**config.mk**
```make
export PLATFORM = sky130hd
export DESIGN_NAME = npu_inst_fetch
export DESIGN_NICKNAME = d
export VERILOG_FILES = /design/src/rtl/npu_inst_fetch.sv
export SDC_FILE = /design/constraint.sdc
export NUM_CORES = 1
export LEC_CHECK = 0
export CAP_MARGIN = 5
export CELL_PAD_IN_SITES_DETAIL_PLACEMENT = 1
export CELL_PAD_IN_SITES_GLOBAL_PLACEMENT = 1
export CORE_ASPECT_RATIO = 0.5
export CORE_MARGIN = 1
export CORE_UTILIZATION = 40
export DETAILED_ROUTE_END_ITERATION = 7
export MAX_ROUTING_LAYER = met4
export PLACE_DENSITY_LB_ADDON = 0.1
export SLEW_MARGIN = 0
export SYNTH_ARGS = -nofsm -noshare
export SYNTH_HDL_FRONTEND = slang
export SYNTH_SLANG_ARGS = --single-unit
```
**constraint.sdc**
```tcl
create_clock -name clk -period 12.2 [get_ports clk]
set_input_delay 2.44 -clock clk [delete_from_list [all_inputs] [get_ports clk]]
set_output_delay 2.44 -clock clk [all_outputs]
set_load 0.01 [all_outputs]
```
**src/rtl/npu_inst_fetch.sv**
```systemverilog
// npu_inst_fetch: walks a PC through a 1-cycle instruction SRAM and streams {pc, inst} to the decoder
//   ports: clk, rst_n (async low) | start/start_pc begin fetch | redirect_valid/redirect_pc flush+restart
//          sram_addr -> SRAM, sram_q <- SRAM | inst_valid/inst_ready/inst_data/inst_pc to decoder
//          busy (not idle), done (HALT delivered, pipe empty), stall_cycles (perf counter)
//   NPU_FETCH_PERF_EN: when defined, stall_cycles counts busy cycles with nothing to offer (saturating)
module npu_inst_fetch #(
  parameter int ADDR_W = 9,
  parameter int DATA_W = 128,
  parameter int FIFO_DEPTH = 2,
  parameter logic [3:0] HALT_OPC = 4'h8
) (
  input  logic              clk,
  input  logic              rst_n,
  input  logic              start,
  input  logic [ADDR_W-1:0] start_pc,
  input  logic              redirect_valid,
  input  logic [ADDR_W-1:0] redirect_pc,
  output logic [ADDR_W-1:0] sram_addr,
  input  logic [DATA_W-1:0] sram_q,
  output logic              inst_valid,
  input  logic              inst_ready,
  output logic [DATA_W-1:0] inst_data,
  output logic [ADDR_W-1:0] inst_pc,
  output logic              busy,
  output logic              done,
  output logic [31:0]       stall_cycles
);
  localparam int PW = FIFO_DEPTH > 2 ? $clog2(FIFO_DEPTH) : 1;
  localparam int CW = $clog2(FIFO_DEPTH + 1);
  typedef enum logic [1:0] {IDLE, FETCH, DRAIN} state_t;
  state_t state;
  logic [ADDR_W-1:0] pc, pend_pc;
  logic pending;
  logic [DATA_W-1:0] buf_data [FIFO_DEPTH];
  logic [ADDR_W-1:0] buf_pc [FIFO_DEPTH];
  logic [PW-1:0] rd_ptr, wr_ptr;
  logic [CW-1:0] count;
  logic redir, pop, push, issue, halt_cap, drained;
  function automatic logic [PW-1:0] nxt(input logic [PW-1:0] p);
    return p == PW'(FIFO_DEPTH - 1) ? '0 : p + PW'(1);
  endfunction
  assign sram_addr = pc;
  assign inst_valid = count != '0;
  assign inst_data = inst_valid ? buf_data[rd_ptr] : '0;
  assign inst_pc = inst_valid ? buf_pc[rd_ptr] : '0;
  always_comb begin
    redir = redirect_valid & (state != IDLE);
    pop = inst_valid & inst_ready;
    push = pending & (state == FETCH) & ~redir;
    // a slot freed by this edge's pop counts as free, so a steady ready stream sustains one per cycle
    issue = (state == FETCH) & ~redir & (int'(count) + int'(pending) - int'(pop) < FIFO_DEPTH);
    halt_cap = push & (sram_q[DATA_W-1 -: 4] == HALT_OPC);
    // nothing is captured in DRAIN, so the pipe is empty once the last entry pops
    drained = (state == DRAIN) & ~redir & (int'(count) == int'(pop));
  end
  always_ff @(posedge clk or negedge rst_n) begin
    if (!rst_n) begin
      state <= IDLE;
      pc <= '0;
      pend_pc <= '0;
      pending <= 1'b0;
      rd_ptr <= '0;
      wr_ptr <= '0;
      count <= '0;
      busy <= 1'b0;
      done <= 1'b0;
    end else begin
      done <= 1'b0;
      if (redir) begin
        state <= FETCH;
        busy <= 1'b1;
        pc <= redirect_pc;
        pending <= 1'b0;
        rd_ptr <= '0;
        wr_ptr <= '0;
        count <= '0;
      end else begin
        if (state == IDLE && start) begin
          state <= FETCH;
          busy <= 1'b1;
          pc <= start_pc;
        end
        if (issue) begin
          pc <= pc + ADDR_W'(1);
          pend_pc <= pc;
        end
        pending <= issue;
        if (push) wr_ptr <= nxt(wr_ptr);
        if (pop) rd_ptr <= nxt(rd_ptr);
        count <= count + CW'(push) - CW'(pop);
        if (halt_cap) state <= DRAIN;
        if (drained) begin
          state <= IDLE;
          busy <= 1'b0;
          done <= 1'b1;
        end
      end
    end
  end
  always_ff @(posedge clk) begin
    if (push) begin
      buf_data[wr_ptr] <= sram_q;
      buf_pc[wr_ptr] <= pend_pc;
    end
  end
`ifdef NPU_FETCH_PERF_EN
  always_ff @(posedge clk or negedge rst_n) begin
    if (!rst_n) stall_cycles <= '0;
    else if (state == IDLE && start) stall_cycles <= '0;
    else if (busy && !inst_valid && stall_cycles != '1) stall_cycles <= stall_cycles + 32'd1;
  end
`else
  assign stall_cycles = '0;
`endif
endmodule

```
Yosys cells after proc, flatten, opt, wreduce, memory -nomap -nowiden
Memory sizes are Yosys's and may differ from the RTL's.
Index checks and enable logic that the tools add are counted.
Operators by class
  add/subtract/negate cells: 7
  reduce and logical (&&, ||, !) cells: 10
  $lt $le $gt $ge: 1
  multiplexer cells: 24
  equal/unequal tests: 4
  multiply operators: 0
  div/mod/pow operators: 0
  bitwise logic cells: 10
  shift-type cells: 0
Operators by type and width (number)
  2-to-1 mux 128 bit: 1
  2-to-1 mux 9 bit: 4
  2-to-1 mux 1 bit: 14
  2-to-1 mux 2 bit: 5
  adder 9 x 1 -> 9 bit, second input constant: 1
  bitwise AND 1 bit: 9
  nonzero test 2 bit: 4
  nonzero test 3 bit: 2
  == test 4 bit, second input constant: 1
  less-than comparator 4 x 3 -> 1 bit, second input constant: 1
  nonzero test 4 bit: 1
  subtractor 3 x 1 -> 4 bit: 1
  adder 2 x 1 -> 3 bit: 1
  adder 1 bit, second input constant: 2
  adder 2 x 1 -> 2 bit: 1
  == test 2 x 1 -> 1 bit, second input constant: 1
  == test 2 bit: 1
  == test 2 bit, second input constant: 1
  zero test 2 bit: 1
  AND reduction 2 bit: 1
  subtractor 2 x 1 -> 2 bit: 1
  logical AND 1 bit: 1
  inverter 1 bit: 1
Word-level totals
  bits in registers: 27
  ROM bits: 0
  bits in latches: 0
  RAM bits: 274
  memories: 2
  input bits: 151
Memory list
  buf_data: depth 2, bits a word 128, rd ports 1, clocked after memory_dff 0, write ports 1, RTL line 34  | logic [DATA_W-1:0] buf_data [FIFO_DEPTH];
  buf_pc: depth 2, bits a word 9, rd ports 1, clocked after memory_dff 0, write ports 1, RTL line 35  | logic [ADDR_W-1:0] buf_pc [FIFO_DEPTH];

Longest topological paths before layout
Gate-level depths: netlist (run 1).
  depth in word-level cells: 8
  mapped depth: 10
  depth with buffers taken out: 9

Least setup slack after synthesis (run 1)
No wires, ideal clock.
  path type: in2reg
  from: input redirect_valid
  to: memory buf_data[0][0] (enable)
  required time: 11565 ps
  cell stages on the path: 3
  slack: 3160 ps
  library setup time: 635 ps
  arrival time: 8405 ps
  cell sequence: nor2b_1 > nand2_1 > nor2_1
Between the ends
  cells in the longest elaborated chain, start to end: 5
RTL lines
  start: declaration: RTL line 16  | input logic redirect_valid,
  bitwise AND 1 bit: RTL line 47  | redir = redirect_valid & (state != IDLE);
  inverter 1 bit (no source line)
  bitwise AND 1 bit: RTL line 49  | push = pending & (state == FETCH) & ~redir;
  2-to-1 mux 1 bit: RTL line 101  | if (push) begin
  2-to-1 mux 1 bit (implied by the code): RTL line 102  | buf_data[wr_ptr] <= sram_q;
  end: declaration: RTL line 34
No other way between the ends.

Worst setup path after layout (run 1)
  from: register rd_ptr
  to: output inst_data[54]
Between the ends
  cells in the longest elaborated chain, start to end: 2
RTL lines
  start: declaration: RTL line 36  | logic [PW-1:0] rd_ptr, wr_ptr;
  start signal: assignment: RTL line 89  | if (pop) rd_ptr <= nxt(rd_ptr);
  memory (2 x 128 bit)
  2-to-1 mux 128 bit: RTL line 44  | assign inst_data = inst_valid ? buf_data[rd_ptr] : '0;
  end: declaration: RTL line 22  | output logic [DATA_W-1:0] inst_data,
No other way between the ends.

==> Flow_metrics.wiki, run 1 <==
{| class="wikitable"
! Metric !! Value
|-
| Critical Path Source Type || flip-flop
|-
| Slew HR || 32.4%
|-
| Final hold viol count || 0
|-
| Setup Total Neg Slack || 0 ns
|-
| Total setup buffers inserted after CTS || 0
|-
| Peak supply drop || 0.109 mV
|-
| Half-perimeter wire length after detailed placement || 19000 µm
|-
| Final number of max-transition violations || 0
|-
| Area occupied by multi-input gates || 0.00275 mm²
|-
| RSZ-0062 raised after global routing || no
|-
| Height of the chip || 124 µm
|-
| # nets final || 1223
|-
| Crit path largest cell delay || 0.89 ns
|-
| Count of warnings emitted by yosys || 0
|-
| Final period util || 53.5%
|-
| Layout cells sized above 1 || 5.51%
|-
| List of cells traversed by the critical path || buf_4 -> buf_4 -> mux2i_1 -> nor2_1 -> clkdlybuf4s50_1
|-
| Met2 Use GR || 34.0%
|-
| Type of destination of the critical path || output port
|-
| Number of levels in the clock H-tree || 1
|-
| Sum of internal, switching and leakage power || 3.65 mW
|-
| Final global-route overflow total || 0
|-
| Number of detailed-route iterations in the first pass || 6
|-
| Maximum number of pins on one net before global-route repair || 75
|-
| PwrDens || 225 mW/mm²
|-
| Maximum clock insertion buffer count || 3
|-
| Final Routed Wirelength || 28400 µm
|-
| Post_cts resized || 0
|-
| Antenna diodes || 0
|-
| Global routing usage summed across all routing layers || 18.8%
|-
| Library cell appearing most often on the critical path || buf_4
|-
| Die Width || 247 µm
|-
| Slowest library cell on the worst path || buf_4
|-
| DRC violations left || 24
|-
| Run status || finished, violations left
|-
| Routed wirelength normalized by instance count || 19.2 µm
|-
| Via count normalized by instance count || 4.81
|-
| Post-synthesis average cell area || 15.6 µm²
|-
| Cell count after synthesis || 769
|-
| Number of distinct library cell variants in the gate-level netlist after synthesis || 47
|-
| Clock latency on the worst-skew pair || 0.54 ns
|-
| Fill cell total of the finished layout || 2811
|-
| Most common library cell in the layout ignoring fill and taps || clkdlybuf4s50_1
|-
| Number of setup violations in the final report || 0
|-
| Critical path data arrival time || 4.08 ns
|-
| Clock Tree Root || clkbuf_16
|-
| Residual antenna-violating net count after detailed routing || 0
|-
| Clock tree from TritonCTS || yes
|-
| Hold-fix buffer count after cts || 0
|-
| Cts bufs inserted || 28
|-
| Pin slew with the least headroom to its limit || 1.01 ns
|-
| Number of synthesized register bits || 301
|-
| Final worst path period need || 6.52 ns
|-
| Area of the mapped netlist || 0.0120 mm²
|-
| Class of the tightest hold or removal check || flip-flop to flip-flop
|-
| Critical path peak fanout || 57
|-
| Antenna violations before repair || 0
|-
| Via count || 7120
|-
| Fmax || 153 MHz
|-
| 1st-iter DRT viols || 331
|-
| Most congested layer reported by global routing || met2
|-
| Fraction of met3 tracks used by global routing || 3.12%
|-
| # port buffers || 299
|-
| Static power due to leakage || 5.46 nW
|-
| Critical setup path kind || flip-flop to output port
|-
| CP required || 9.76 ns
|-
| Share of synthesized area occupied by flip-flops and latches || 74.4%
|-
| Vias in the first global route || 7461
|-
| Area overhead of the layout relative to synthesis || 35.3%
|-
| Number of clock sinks || 301
|-
| Clock skew after layout || 0.0106 ns
|-
| Violated checks || DRC
|-
| Top library cells by usage in the layout, fill and taps aside || clkdlybuf4s50_1 (299), edfxtp_1 (274), nor2_1 (144)
|-
| Max_cap viols || 0
|-
| Dominant delay contributor by cell family on the critical path || buffers and inverters
|-
| Area taken by flip-flops and latches || 0.00891 mm²
|-
| Clock Pin Slew Worst Setup and Hold Paths || 0.06 ns
|-
| GPL Wtd Cong || 0.747
|-
| Met1 Resource Use GR || 22.6%
|-
| Io pins || 332
|-
| First-pass GRT wire length || 43000 µm
|-
| Bufs and invs on worst path || 3
|-
| Starting density of the core || 41.0%
|-
| Row cnt || 44
|-
| Die area || 0.0307 mm²
|-
| Core region area || 0.0292 mm²
|}
-- power by group --
group | internal, mW | switching (mW)
clock network | 0.553 | 0.367
logic | 0.643 | 0.690
registers | 1.30 | 0.0895
-- through the flow --
stage | instances | setup WS, ns | cell area, µm² | util (%) | hold WS [ns]
3_3_place_gp | 1429 | 6.20 | 15200 | 52.1 | 0.451
5_1_grt | 1480 | 5.41 | 16200 | 55.4 | 0.480
3_5_place_dp | 1429 | 6.18 | 15200 | 52.1 | 0.462
6_report | 1480 | 5.68 | 16200 | 55.4 | 0.472
4_1_cts | 1480 | 5.60 | 16200 | 55.4 | 0.478
2_1_floorplan | 800 | 3.16 | 12100 | - | 0.442
-- cells by family (layout without fill, tap and decap cells) --
kind of cell | count (synthesis) | in the layout | share of synthesized area [%]
xor gates and xnor gates | 4 | 4 | 0.355
adders and majority gates | 4 | 4 | 0.481
muxes | 137 | 137 | 11.5
and+or+nand+nor | 202 | 202 | 7.01
AOI/OAI and AO/OA | 42 | 42 | 2.48
buffers and inverters | 78 | 367 | 3.83
other | 1 | 32 | 0.0313
DFF | 301 | 301 | 74.4
-- final cells by class --
type | count | share of cell area [%]
repair buffers | 308 | 18.9
clock buffers | 39 | 4.83
clock inverters | 12 | 1.12
multi-input cells | 421 | 17.0
well taps | 391 | 3.02
inverters | 8 | 0.185
flip-flops and latches | 301 | 55.0
-- metal layers --
metal | routed length, µm | part of all wire [%]
met5 | 0 | 0
met1 | 11700 | 41
met4 | 288 | 1.0
met2 | 15400 | 54
met3 | 952 | 3.4
-- sequential cells by signal, summed over array words and instances (netlist names) --
signal,flops
buf_data,256
buf_pc,18
busy,1
count,2
done,1
pend_pc,9
pending,1
rd_ptr,1
sram_addr,9
state,2
wr_ptr,1
-- cell usage after synthesis (all sizes together) --
library cell | instances | area share, %
nand3 | 6 | 0.25
edfxtp | 274 | 69
nor4 | 1 | 0.052
fa | 1 | 0.17
nor2b | 3 | 0.16
and3 | 5 | 0.26
a222oi | 1 | 0.084
clkbuf | 16 | 0.50
o21ai | 5 | 0.21
nor3b | 1 | 0.10
o32ai | 1 | 0.073
nand2 | 29 | 0.93
mux2i | 137 | 11
and4bb | 1 | 0.10
ha | 3 | 0.31
nand2b | 1 | 0.052
o31a | 1 | 0.073
nor3 | 1 | 0.042
xor2 | 1 | 0.073
a21o | 3 | 0.19
a311oi | 1 | 0.073
dfrtp | 27 | 5.6
buf | 54 | 3.1
a221oi | 1 | 0.13
o21a | 6 | 0.38
a31oi | 6 | 0.31
conb | 1 | 0.031
a211oi | 2 | 0.23
o2bb2ai | 1 | 0.073
a22oi | 1 | 0.063
and4 | 1 | 0.073
inv | 8 | 0.25
nor2 | 147 | 4.6
a21oi | 8 | 0.33
o22ai | 5 | 0.26
and2 | 3 | 0.16
nor4b | 2 | 0.15
or3b | 1 | 0.073
xnor2 | 3 | 0.28
-- final timing paths --
path                             from              end  slack (ns)  depth (start not counted)
max                            rd_ptr    inst_data[54]        5.68                          5
min                        pend_pc[4]     buf_pc[1][4]        0.47                          0
max reg2reg                  state[0]  buf_data[1][73]        8.74                          5
min reg2reg                pend_pc[4]     buf_pc[1][4]        0.47                          0
max in group asynchronous       rst_n           rd_ptr        9.60                          2
min in group asynchronous       rst_n     sram_addr[4]        2.29                          2
(Power assumes the default switching activity.)
==> run 2, diff against run 1 <==
--- a/config.mk
+++ b/config.mk
@@ -10,7 +10,7 @@
 export CELL_PAD_IN_SITES_GLOBAL_PLACEMENT = 1
 export CORE_ASPECT_RATIO = 0.5
 export CORE_MARGIN = 1
-export CORE_UTILIZATION = 40
+export CORE_UTILIZATION = 39
 export DETAILED_ROUTE_END_ITERATION = 7
 export MAX_ROUTING_LAYER = met4
 export PLACE_DENSITY_LB_ADDON = 0.1
==> constraint.sdc (replaced) <==
create_clock -name clk -period 6.2 [get_ports clk]
set_input_delay 1.24 -clock clk [delete_from_list [all_inputs] [get_ports clk]]
set_output_delay 1.24 -clock clk [all_outputs]
set_load 0.01 [all_outputs]
==> Flow_metrics.wiki, run 2 (synthesis results as in run 1) <==
{| class="wikitable"
! Metric !! Value
|-
| Clock Pin Slew Worst Setup and Hold Paths || 0.06 ns
|-
| Pin slew with the least headroom to its limit || 1.14 ns
|-
| Final Routed Wirelength || 28200 µm
|-
| # port buffers || 299
|-
| # nets final || 1222
|-
| Number of levels in the clock H-tree || 1
|-
| Wire length on met3 || 983 µm
|-
| Height of the chip || 126 µm
|-
| Class of the tightest hold or removal check || flip-flop to flip-flop
|-
| Final global-route overflow total || 0
|-
| Antenna violations before repair || 3
|-
| Final worst path period need || 4.23 ns
|-
| Type of destination of the critical path || output port
|-
| Final number of max-transition violations || 0
|-
| Layout cells sized above 1 || 4.97%
|-
| Routed met1 length || 11400 µm
|-
| Final hold viol count || 0
|-
| Via count normalized by instance count || 4.78
|-
| Clock Tree Root || clkbuf_16
|-
| Run status || completed
|-
| Number of setup violations in the final report || 0
|-
| Via count || 7073
|-
| DRC violations left || 0
|-
| PwrDens || 431 mW/mm²
|-
| Critical setup path kind || flip-flop to output port
|-
| Hold-fix buffer count after cts || 0
|-
| Maximum clock insertion buffer count || 3
|-
| Max_cap viols || 0
|-
| Static power due to leakage || 5.40 nW
|-
| Max reg flops || 256
|-
| Vias in the first global route || 7421
|-
| Area taken by flip-flops and latches || 0.00891 mm²
|-
| 1st-iter DRT viols || 255
|-
| Clock latency on the worst-skew pair || 0.54 ns
|-
| Sum of internal, switching and leakage power || 6.95 mW
|-
| Half-perimeter wire length after detailed placement || 18600 µm
|-
| Io pins || 332
|-
| Largest register by flop count || buf_data
|-
| Global routing usage summed across all routing layers || 18.1%
|-
| Fmax || 236 MHz
|-
| Critical path peak fanout || 52
|-
| Maximum number of pins on one net before global-route repair || 139
|-
| Number of clock sinks || 301
|-
| Slew HR || 24.1%
|-
| Critical Path Source Type || flip-flop
|-
| Peak supply drop || 0.358 mV
|-
| Post-placement setup slack || 2.28 ns
|-
| GPL Wtd Cong || 0.809
|-
| Area overhead of the layout relative to synthesis || 34.7%
|-
| CP required || 4.96 ns
|-
| Top library cells by usage in the layout, fill and taps aside || clkdlybuf4s50_1 (299), edfxtp_1 (274), nor2_1 (144)
|-
| Residual antenna-violating net count after detailed routing || 0
|-
| Clock tree from TritonCTS || yes
|-
| Die Width || 250 µm
|-
| Top layer in use || met4
|-
| Starting density of the core || 40.5%
|-
| Fill cell total of the finished layout || 2858
|-
| RSZ-0062 raised after global routing || no
|-
| Most common library cell in the layout ignoring fill and taps || clkdlybuf4s50_1
|-
| Critical path data arrival time || 2.99 ns
|-
| Final period util || 68.2%
|-
| Clock skew after layout || 0.0118 ns
|-
| Final hold slack || 0.475 ns
|-
| Post_cts resized || 0
|-
| Die area || 0.0314 mm²
|-
| Area occupied by multi-input gates || 0.00275 mm²
|-
| Worst Slack Setup Final || 1.97 ns
|-
| Cts bufs inserted || 27
|-
| Total setup buffers inserted after CTS || 0
|-
| Routed wirelength normalized by instance count || 19.1 µm
|-
| Top Registers || buf_data: 256 flops, buf_pc: 18 flops
|-
| First-pass GRT wire length || 42600 µm
|-
| Core region area || 0.0296 mm²
|-
| Number of detailed-route iterations in the first pass || 5
|-
| Row cnt || 44
|-
| Sum of met2 wire segment lengths after detailed routing || 15200 µm
|}
[run 2: layer usage]
metal / vias up / GRT usage [%]
met3: 34 / 3.68
met5: - / -
met1: 3559 / 20.6
met2: 130 / 32.6
met4: 0 / 4.72
li1: 3350 / -
[run 2: layout make-up]
class | instances | area share (%)
inverter | 8 | 0.186
tap | 391 | 3.03
sequential | 301 | 55.2
clock buffer | 42 | 4.86
multi-input combinational | 421 | 17.1
clock inverter | 6 | 0.163
antenna | 3 | 0.0465
timing repair buffer | 308 | 19.4
[run 2: where the power goes]
group | switching, mW | leakage, nW | internal (mW)
sequential | 0.202 | 2.82 | 2.56
clock | 0.707 | 0.396 | 0.864
combinational | 1.33 | 2.19 | 1.29
total | 2.24 | 5.40 | 4.71
[run 2: worst max-delay path: stages, from the launching register on]
cell and delay, ns:
dfrtp_4 1.06, buf_4 0.50, mux2i_1 0.25, nor2_1 0.06, clkdlybuf4s50_1 0.52
[run 2: metrics by stage]
step / cells / cell area [µm²] / util, % / TNS (ns)
6_report: 1480 / 16100 / 54.6 / 0
5_1_grt: 1480 / 16100 / 54.6 / 0
4_1_cts: 1477 / 16100 / 54.5 / 0
3_5_place_dp: 1429 / 15300 / 51.8 / 0
3_3_place_gp: 1429 / 15300 / 51.8 / 0
2_1_floorplan: 800 / 12100 / - / -449.43
[run 2: path summary, 6_finish.rpt]
kind / start / end / slack, ns / depth (start not counted)
worst min register to register: pend_pc[5] / buf_pc[1][5] / 0.47 / 0
worst max-delay path: rd_ptr / inst_data[87] / 1.97 / 4
min in group asynchronous: rst_n / sram_addr[4] / 1.08 / 2
worst max register to register: count[1] / sram_addr[1] / 3.47 / 9
max in group asynchronous: rst_n / rd_ptr / 4.82 / 2
worst min-delay path: pend_pc[5] / buf_pc[1][5] / 0.47 / 0
